==> src/rtl/nbody_sched_pkg.sv <==
// Shared types and helpers for the n-body pair scheduler.
// State codes, the pair record carried through the skew/delay stages, and the pair count.
package nbody_sched_pkg;

  localparam logic [2:0] S_IDLE  = 3'd0;
  localparam logic [2:0] S_CLEAR = 3'd1;
  localparam logic [2:0] S_FEED  = 3'd2;
  localparam logic [2:0] S_DRAIN = 3'd3;
  localparam logic [2:0] S_DONE  = 3'd4;

  // Widest body index the pair record can carry; narrower indices are zero-extended.
  localparam int unsigned MAX_IDX_W = 16;

  typedef struct packed {
    logic                 valid;
    logic [MAX_IDX_W-1:0] i;
    logic [MAX_IDX_W-1:0] j;
  } pair_t;

  function automatic int unsigned pair_count(input int unsigned n);
    return n * (n - 1) / 2;
  endfunction

endpackage

==> src/rtl/nbody_pair_enum.sv <==
// (i,j) pair enumerator for i<j in lexicographic order.
// Exposes the current pair and its successor; advancing moves forward by two pairs.
module nbody_pair_enum
  import nbody_sched_pkg::*;
#(
  parameter int unsigned N_BODIES = 4,
  parameter int unsigned IDX_W    = $clog2(N_BODIES)
) (
  input  logic             clk,
  input  logic             rst,
  input  logic             load,
  input  logic             advance,
  output logic [IDX_W-1:0] i,
  output logic [IDX_W-1:0] j,
  output logic [IDX_W-1:0] i_nxt,
  output logic [IDX_W-1:0] j_nxt
);

  typedef struct packed {
    logic [IDX_W-1:0] i;
    logic [IDX_W-1:0] j;
  } idx_pair_t;

  // Past the last pair the result wraps; callers mask it with a valid flag.
  function automatic idx_pair_t next_pair(input idx_pair_t p);
    idx_pair_t n;
    if (p.j == IDX_W'(N_BODIES - 1)) begin
      n.i = p.i + IDX_W'(1);
      n.j = p.i + IDX_W'(2);
    end else begin
      n.i = p.i;
      n.j = p.j + IDX_W'(1);
    end
    return n;
  endfunction

  idx_pair_t cur_q, step1, step2;

  always_comb begin
    step1 = next_pair(cur_q);
    step2 = next_pair(step1);
  end

  always_ff @(posedge clk) begin
    if (rst) begin
      cur_q <= '0;
    end else if (load) begin
      cur_q.i <= '0;
      cur_q.j <= IDX_W'(1);
    end else if (advance) begin
      cur_q <= step2;
    end
  end

  assign i     = cur_q.i;
  assign j     = cur_q.j;
  assign i_nxt = step1.i;
  assign j_nxt = step1.j;

endmodule

==> src/rtl/nbody_pair_scheduler.sv <==
// Sequences one acceleration pass of the 2x2 systolic n-body array: feeds body pairs on two
// skewed lanes and raises the matching accumulate enables LAT cycles after each injection.
module nbody_pair_scheduler
  import nbody_sched_pkg::*;
#(
  parameter int unsigned N_BODIES = 4,
  parameter int unsigned IDX_W    = $clog2(N_BODIES),
  parameter int unsigned LAT      = 1
) (
  input  logic             clk,
  input  logic             rst,
  input  logic             start,
  output logic             busy,
  output logic             done,
  output logic             acc_clear,
  output logic             feed_v0,
  output logic             feed_v1,
  output logic [IDX_W-1:0] feed_i0,
  output logic [IDX_W-1:0] feed_j0,
  output logic [IDX_W-1:0] feed_i1,
  output logic [IDX_W-1:0] feed_j1,
  output logic             acc_r0,
  output logic             acc_r1,
  output logic             acc_d0,
  output logic             acc_d1,
  output logic [IDX_W-1:0] acc_ri0,
  output logic [IDX_W-1:0] acc_ri1,
  output logic [IDX_W-1:0] acc_di0,
  output logic [IDX_W-1:0] acc_di1
);

  localparam int unsigned P     = pair_count(N_BODIES);
  localparam int unsigned F     = (P + 1) / 2;
  localparam bit          P_ODD = (P % 2) == 1;
  localparam int unsigned CNT_W = 16;

  logic [2:0]       state_q, state_d;
  logic [CNT_W-1:0] cnt_q, cnt_d;
  logic [IDX_W-1:0] ei, ej, ei_nxt, ej_nxt;
  pair_t            lane0, lane1_d, lane1_q;
  pair_t            d0_out, d1_out;

  nbody_pair_enum #(
    .N_BODIES(N_BODIES),
    .IDX_W   (IDX_W)
  ) u_enum (
    .clk    (clk),
    .rst    (rst),
    .load   (state_q == S_CLEAR),
    .advance(state_q == S_FEED),
    .i      (ei),
    .j      (ej),
    .i_nxt  (ei_nxt),
    .j_nxt  (ej_nxt)
  );

  always_comb begin
    state_d = state_q;
    cnt_d   = cnt_q;
    case (state_q)
      S_IDLE: if (start) state_d = S_CLEAR;
      S_CLEAR: begin
        state_d = S_FEED;
        cnt_d   = '0;
      end
      S_FEED: begin
        if (cnt_q == CNT_W'(F - 1)) begin
          state_d = S_DRAIN;
          cnt_d   = '0;
        end else begin
          cnt_d = cnt_q + CNT_W'(1);
        end
      end
      S_DRAIN: begin
        if (cnt_q == CNT_W'(LAT)) begin
          state_d = S_DONE;
          cnt_d   = '0;
        end else begin
          cnt_d = cnt_q + CNT_W'(1);
        end
      end
      S_DONE:  state_d = S_IDLE;
      default: state_d = S_IDLE;
    endcase
  end

  // Lane 0 takes pair 2k now; pair 2k+1 is captured for lane 1 one cycle later.
  always_comb begin
    lane0   = '0;
    lane1_d = '0;
    if (state_q == S_FEED) begin
      lane0.valid = 1'b1;
      lane0.i     = MAX_IDX_W'(ei);
      lane0.j     = MAX_IDX_W'(ej);
      if (!P_ODD || cnt_q != CNT_W'(F - 1)) begin
        lane1_d.valid = 1'b1;
        lane1_d.i     = MAX_IDX_W'(ei_nxt);
        lane1_d.j     = MAX_IDX_W'(ej_nxt);
      end
    end
  end

  always_ff @(posedge clk) begin
    if (rst) begin
      state_q <= S_IDLE;
      cnt_q   <= '0;
      lane1_q <= '0;
    end else begin
      state_q <= state_d;
      cnt_q   <= cnt_d;
      lane1_q <= lane1_d;
    end
  end

  for (genvar s = 0; s < LAT; s++) begin : g_dly
    pair_t q0, q1, in0, in1;
    if (s == 0) begin : g_head
      assign in0 = lane0;
      assign in1 = lane1_q;
    end else begin : g_tail
      assign in0 = g_dly[s-1].q0;
      assign in1 = g_dly[s-1].q1;
    end
    always_ff @(posedge clk) begin
      if (rst) begin
        q0 <= '0;
        q1 <= '0;
      end else begin
        q0 <= in0;
        q1 <= in1;
      end
    end
  end

  assign d0_out = g_dly[LAT-1].q0;
  assign d1_out = g_dly[LAT-1].q1;

  // Index bits above IDX_W are always zero.
  logic unused_hi;
  assign unused_hi = ^{d0_out, d1_out, lane0, lane1_q};

  assign busy      = state_q != S_IDLE;
  assign done      = state_q == S_DONE;
  assign acc_clear = state_q == S_CLEAR;

  assign feed_v0 = lane0.valid;
  assign feed_i0 = lane0.i[IDX_W-1:0];
  assign feed_j0 = lane0.j[IDX_W-1:0];
  assign feed_v1 = lane1_q.valid;
  assign feed_i1 = lane1_q.i[IDX_W-1:0];
  assign feed_j1 = lane1_q.j[IDX_W-1:0];

  // OPD already carries the reaction sign, so both enables just add.
  assign acc_r0  = d0_out.valid;
  assign acc_d0  = d0_out.valid;
  assign acc_ri0 = d0_out.i[IDX_W-1:0];
  assign acc_di0 = d0_out.j[IDX_W-1:0];
  assign acc_r1  = d1_out.valid;
  assign acc_d1  = d1_out.valid;
  assign acc_ri1 = d1_out.i[IDX_W-1:0];
  assign acc_di1 = d1_out.j[IDX_W-1:0];

endmodule

==> config.mk <==
export PLATFORM = sky130hd
export DESIGN_NAME = nbody_pair_scheduler
export DESIGN_NICKNAME = d
export VERILOG_FILES = /design/src/rtl/nbody_sched_pkg.sv /design/src/rtl/nbody_pair_enum.sv /design/src/rtl/nbody_pair_scheduler.sv
export SDC_FILE = /design/constraint.sdc
export NUM_CORES = 1
export LEC_CHECK = 0
export CORE_MARGIN = 4
export CORE_UTILIZATION = 48
export CTS_BUF_LIST = sky130_fd_sc_hd__clkbuf_16
export CTS_CLUSTER_DIAMETER = 80
export DETAILED_ROUTE_END_ITERATION = 7
export HOLD_SLACK_MARGIN = 0.1
export MAX_ROUTING_LAYER = met4
export PLACE_DENSITY = 0.81
export SYNTH_ARGS = -nofsm -noshare
export SYNTH_HDL_FRONTEND = slang
export SYNTH_HIERARCHICAL = 1
export SYNTH_SLANG_ARGS = --single-unit
==> constraint.sdc <==
create_clock -name clk -period 1.9 [get_ports clk]
set_input_delay 0.19 -clock clk [delete_from_list [all_inputs] [get_ports clk]]
set_output_delay 0.19 -clock clk [all_outputs]
set_load 0.02 [all_outputs]
==> results of run 1 <==
-- cell families (layout without fill, tap and decap cells) --
kind of cell,Yosys count,count (layout),synth area share
AOI/OAI and AO/OA,31,31,0.118
xor gates and xnor gates,7,7,0.0328
adders and majority gates,6,6,0.0402
buffers and inverters,22,57,0.0616
DFF,37,37,0.397
muxes,4,4,0.0221
and+or+nand+nor,108,108,0.329
-- metrics by stage --
stage	hold WS (ns)	cell area (um^2)	TNS, ns	worst slack (ns)
floorplan	0.252	1880	0	0.0323
global placement	0.463	2210	0	0.0909
detailed placement	0.461	2210	0	0.0229
CTS	0.465	2350	0	0.00768
global route	0.483	2400	-0.102	-0.102
finish	0.462	2400	-0.0379	-0.0379
-- final timing paths --
| path | endpoint | slack (ns) |
|---|---|---|
| worst max-delay path | u_enum/i[1] | -0.04 |
| worst min register to register | acc_di1[1] | 0.46 |
| worst min-delay path | acc_di1[1] | 0.46 |
| worst max register to register | u_enum/i[1] | -0.04 |
-- registers in the layout, indices dropped and copies added, names as in the netlist --
name / flops
cnt_q: 16
acc_d1: 1
feed_v1: 1
feed_i1: 2
acc_ri1: 2
acc_di1: 2
u_enum/j: 2
acc_di0: 2
state_q: 3
feed_j1: 2
acc_ri0: 2
u_enum/i: 2
-- critical path: stages (launching register included) --
cell	delay, ns
dfxtp_4	0.37
ha_4	0.27
inv_2	0.03
mux2i_2	0.18
ha_2	0.24
mux2_4	0.31
a211oi_2	0.25
o211ai_1	0.13
o31ai_1	0.08
-- per-layer routing --
layer / vias up / track usage / part of all wire
met3: 7 / 0.0475 / 0.041
met2: 47 / 0.279 / 0.48
met1: 793 / 0.221 / 0.47
li1: 825 / - / -
met5: - / - / 0
met4: 0 / 0.0404 / 0.012
-- power by group --
part / internal, W / switching [W]
Combinational: 0.000102 / 0.000121
Sequential: 0.000792 / 0.0000200
Clock: 0.000476 / 0.000296
Total: 0.00137 / 0.000437
-- timing repair --
action | in CTS | in global routing
setup buffers | 0 | 1
endpoints found under the setup margin | 5 | 5
resized for setup | 5 | 10
pin swaps | 0 | 4
-- cell usage in the layout (no fill, tap or decap), types with 5 or more instances in the layout --
master,n
nor2b_1,5
nand3_1,15
o211ai_1,6
inv_1,9
buf_4,13
nand2_1,25
and2_1,14
clkbuf_16,5
or3_1,9
clkdlybuf4s50_1,21
nor2_1,8
o21ai_0,7
dfxtp_1,35
nand4_1,6
-- layout make-up --
cell class,instances,area share
Clock buffer,5,0.0520
Clock inverter,3,0.00572
Inverter,9,0.0140
Multi-Input combinational cell,156,0.440
Sequential cell,37,0.310
Tap cell,48,0.0250
Timing Repair Buffer,40,0.153
==> results by group, run 1 <==
Status
  – Status: finished with violations
  – Failing checks: setup timing

Pwr
  – Maximum VDD drop: 0.000533 V
  – Leak pwr: 0.991 nW
  – Pwr/cell area: 751 mW/mm^2
  – Total power: 0.00181 W

CTS
  – Clock Latency Late Sink: 0.28 ns
  – CTS tree: built
  – Clock tree buffer depth: 2
  – CTS clk-pin slew, worst paths: 0.05 ns
  – CTS H-tree lvls: 2
  – CTS Buf Count: 5
  – Hold-fix buffers, CTS: 0
  – Clock sink total: 37
  – Root buf cell: clkbuf_16

Timing
  – Final setup viols: 1
  – RSZ-0062 raised after global routing: true
  – Peak Freq: 516 MHz
  – Worst-margin pin slew: 0.767 ns
  – Slew headroom: 0.485
  – Setup WS post-layout: -0.0379 ns
  – Slew Limit Fails: 0
  – Clk_skew: 0.00723 ns
  – Fin crit share: 1.02
  – Final Hold Vio Count: 0
  – Final Critical Period: 1.94 ns

Floorplanning
  – Die span in x: 70.4 um
  – Die H: 70.4 um
  – Core area: 0.00372 mm^2
  – Row count: 22
  – Die area: 0.00495 mm^2
  – Initial Utilization: 0.503
  – IO Pins: 28

Drt
  – Vias: 1672
  – Drt pass-1 iters: 4
  – Wire per inst: 13.9 um
  – WL final: 4150 um
  – Drt drc: 0
  – Vias per Instance: 5.61
  – Iter 0 DRT Violations: 146
  – Final ANT Viol Nets: 0

Synth
  – Gate Count Post-Synth: 215
  – Cell taking the most area after synthesis: dfxtp_1
  – Post-synth EDFFs: 0
  – Ys async rst share: 0
  – Sequential area share after synthesis: 0.397
  – Leading post-synthesis cells by cell area: dfxtp_1 (40%), nand2_1 (5.0%), and2_1 (4.7%), ha_1 (4.0%), nand3_1 (4.0%)
  – Mapped Nets: 224
  – Most frequent cell after synthesis: dfxtp_1
  – Most used DFF post-synth: dfxtp_1
  – Avg Cell Area, Syn: 8.69 um^2
  – Post-synthesis register bit count: 37
  – Distinct cells, synth: 47
  – Top cell type's share of synthesized area: 0.397
  – Top cells by count, synth: dfxtp_1 (37), nand2_1 (25), nand3_1 (15), and2_1 (14)
  – Synthesized area: 0.00187 mm^2
  – Synth Warn #: 6

Worst setup path
  – Critical path fanouts, max: 6
  – Critical setup path kind: reg -> reg
  – CP Launch Type: flop
  – CP startpoint: u_enum/j[0]
  – Worst EP arrival: 2.12 ns
  – CP endpoint kind: flop
  – Required @ worst endpoint: 2.09 ns
  – Critical R2R Launch: u_enum/j[0]
  – Worst Reg-to-Reg Cells: 8

Finish
  – Fill count: 289
  – Area Overhead vs Synth: 28.7%
  – Final Net Count: 258
  – Antenna diodes: 0
  – Final core occ: 0.647
  – Share of cells above drive strength 1: 0.152
  – Non-Filler Instances: 298
  – Multi-input gate area: 0.00106 mm^2
  – Register area: 746 um^2

Global route
  – Total congestion overflow: 0
  – Vias in the first global route: 1567
  – Pin count of the biggest net entering global routing: 16
  – First-pass GRT wire length: 6890 um
  – Initial antenna violation count: 0
  – Total track usage: 0.175

Placed design
  – Placed insts: 289
  – GP Congestion: 0.860
  – Post-DP HPWL: 2910 um
  – IO Port Bufs: 27

Hold path
  – Cell count of the worst hold path: 1
  – HP Class: reg -> reg
  – Hold Startpoint: feed_j1[1]

Flow run
  – Maxcap violations: 0
Power figures use the tool's default switching activity.
==> run 2: changes to the inputs <==
--- a/config.mk
+++ b/config.mk
@@ -11,7 +11,6 @@
 export CTS_CLUSTER_DIAMETER = 80
 export DETAILED_ROUTE_END_ITERATION = 7
 export HOLD_SLACK_MARGIN = 0.1
-export MAX_ROUTING_LAYER = met4
 export PLACE_DENSITY = 0.81
 export SYNTH_ARGS = -nofsm -noshare
 export SYNTH_HDL_FRONTEND = slang
==> results by group, run 2 (synthesis results as in run 1) <==
CTS
  – CTS Buf Count: 5 (unchanged)
  – CTS tree: built (unchanged)
  – Hold-fix buffers, CTS: 0 (unchanged)
  – Clock sink total: 37 (unchanged)
  – Clock tree buffer depth: 2 (unchanged)
  – CTS clk-pin slew, worst paths: 0.05 ns (about the same)
  – Root buf cell: clkbuf_16 (unchanged)
  – Clock Latency Late Sink: 0.28 ns (about the same)
  – CTS H-tree lvls: 2 (unchanged)

Pwr
  – Leak pwr: 0.991 nW (unchanged)
  – Pwr/cell area: 751 mW/mm^2 (about the same)
  – Maximum VDD drop: 0.000533 V (about the same)

Global route
  – First-pass GRT wire length: 6890 um (unchanged)
  – Total congestion overflow: 0 (unchanged)
  – Pin count of the biggest net entering global routing: 16 (unchanged)
  – Met3 Use GR: 0.0504 (was 0.0475)
  – Vias in the first global route: 1567 (unchanged)
  – Grt peak-use layer: met2 (unchanged)
  – Initial antenna violation count: 0 (unchanged)
  – Met1 Use GR: 0.219 (was 0.221)
  – GRT met2 Usage: 0.279 (unchanged)
  – Total track usage: 0.170 (was 0.175)

Worst setup path
  – Worst Path Buf+Inv: 1 (unchanged)
  – Ordered cell list for the critical path: ha_4, inv_2, mux2i_2, ha_2, mux2_4, a211oi_2, o211ai_1, o31ai_1 (unchanged)
  – Critical setup path kind: reg -> reg (unchanged)
  – CP endpoint kind: flop (unchanged)
  – Required @ worst endpoint: 2.09 ns (about the same)
  – Slowest cell on crit path: dfxtp_4 (unchanged)
  – Worst Reg-to-Reg Cells: 8 (unchanged)
  – Worst EP arrival: 2.12 ns (about the same)
  – Critical path fanouts, max: 6 (unchanged)
  – Reg-to-Reg End: u_enum/i[1] (unchanged)
  – Critical R2R Launch: u_enum/j[0] (unchanged)
  – Crit-path max cell delay: 0.37 ns (about the same)
  – CP Launch Type: flop (unchanged)
  – Instance count on the critical path: 8 (unchanged)
  – Delay-heaviest family, CP: adder cells (unchanged)
  – Worst R2R Setup Slack: -0.04 ns (about the same)
  – Crit path capture: u_enum/i[1] (unchanged)
  – CP startpoint: u_enum/j[0] (unchanged)

Drt
  – Vias per Instance: 5.54 (was 5.61)
  – Vias: 1651 (was 1672)
  – Drt drc: 0 (unchanged)
  – Iter 0 DRT Violations: 142 (was 146)
  – WL final: 4150 um (about the same)
  – Wire per inst: 13.9 um (about the same)
  – Drt pass-1 iters: 4 (unchanged)
  – Final ANT Viol Nets: 0 (unchanged)

Status
  – Status: finished with violations (unchanged)
  – Failing checks: setup timing (unchanged)

Timing
  – Final setup viols: 1 (unchanged)
  – Final Hold Vio Count: 0 (unchanged)
  – Final Critical Period: 1.94 ns (about the same)
  – Clk_skew: 0.00660 ns (was 0.00723 ns)
  – Slew Limit Fails: 0 (unchanged)
  – RSZ-0062 raised after global routing: true (unchanged)
  – Worst-margin pin slew: 0.767 ns (about the same)
  – Fin crit share: 1.02 (about the same)
  – Setup WS post-layout: -0.0378 ns (was -0.0379 ns)
  – Slew headroom: 0.485 (unchanged)
  – Peak Freq: 516 MHz (about the same)

Floorplanning
  – Initial Utilization: 0.503 (unchanged)
  – Die H: 70.4 um (unchanged)
  – Row count: 22 (unchanged)
  – Core area: 0.00372 mm^2 (unchanged)
  – Die span in x: 70.4 um (unchanged)
  – IO Pins: 28 (unchanged)
  – Die area: 0.00495 mm^2 (unchanged)

Placed design
  – Placed insts: 289 (unchanged)
  – Area after DPL: 0.00221 mm^2 (unchanged)
  – Post-DP HPWL: 2910 um (unchanged)
  – IO Port Bufs: 27 (unchanged)
  – GP Congestion: 0.846 (was 0.860)

Hold path
  – Hold Startpoint: feed_j1[1] (unchanged)
  – HP Class: reg -> reg (unchanged)

Finish
  – Commonest cells after routing, fill and taps aside: dfxtp_1 (35), nand2_1 (25), clkdlybuf4s50_1 (21) (unchanged)
  – Area Overhead vs Synth: 28.7% (unchanged)
  – Final Net Count: 258 (unchanged)
  – Most common cell after layout, fill and taps aside: dfxtp_1 (unchanged)
  – Top Registers: cnt_q (16), state_q (3) (unchanged)
  – Final core occ: 0.647 (unchanged)
  – Largest reg by FF count: cnt_q (unchanged)
  – Max reg flops: 16 (unchanged)
  – Share of cells above drive strength 1: 0.152 (unchanged)
  – Final instance area: 0.00240 mm^2 (unchanged)
  – Antenna diodes: 0 (unchanged)
  – Non-Filler Instances: 298 (unchanged)

Flow run
  – Maxcap violations: 0 (unchanged)
==> run 2: layout make-up <==
cell class / instances / area [um^2]
flip-flops and latches: 37 / 746
fillers: 289 / 1310
inverters: 9 / 33.8
clock buffers: 5 / 125
well taps: 48 / 60.1
repair buffers: 40 / 368
multi-input cells: 156 / 1060
clock inverters: 3 / 13.8
==> run 2: worst reg2reg max path: stages (launching register included) <==
cell	delay (ns)
dfxtp_4	0.37
ha_4	0.27
inv_2	0.03
mux2i_2	0.18
ha_2	0.24
mux2_4	0.31
a211oi_2	0.25
o211ai_1	0.13
o31ai_1	0.08
==> run 2: layer usage <==
layer  wire length (um)  part of all wire  up-vias
li1                   -                 -      824
met1               1960              0.47      781
met2               1970              0.48       39
met3                165             0.040        7
met4                 48             0.012        0
met5                  0                 0        -
==> run 2: through the flow <==
step	setup WS, ns	setup TNS, ns	hold WS, ns	power, W
floorplan	0.0323	0	0.252	0.000952
global placement	0.0909	0	0.463	0.00103
detailed placement	0.0229	0	0.461	0.00103
CTS	0.00768	0	0.465	0.00179
global route	-0.102	-0.102	0.483	0.00187
finish	-0.0378	-0.0378	0.462	0.00181
==> run 2: report_power, final <==
part	switching (W)	internal, W
registers	0.0000200	0.000792
logic	0.000121	0.000102
clock network	0.000295	0.000475
total	0.000436	0.00137
==> run 2: how the worst min path moves through the flow <==
stage	endpoint	cells after the start
2_1_floorplan	u_enum/j[0]	1
3_3_place_gp	acc_di1[0]	1
3_5_place_dp	acc_di1[1]	1
4_1_cts	acc_di1[1]	1
5_1_grt	acc_di1[0]	1
6_report	acc_di1[1]	1
==> run 2: what timing repair did <==
item	CTS	global route
pin swaps	0	4
resized for setup	5	10
setup buffers	0	1
setup endpoints to repair	5	5
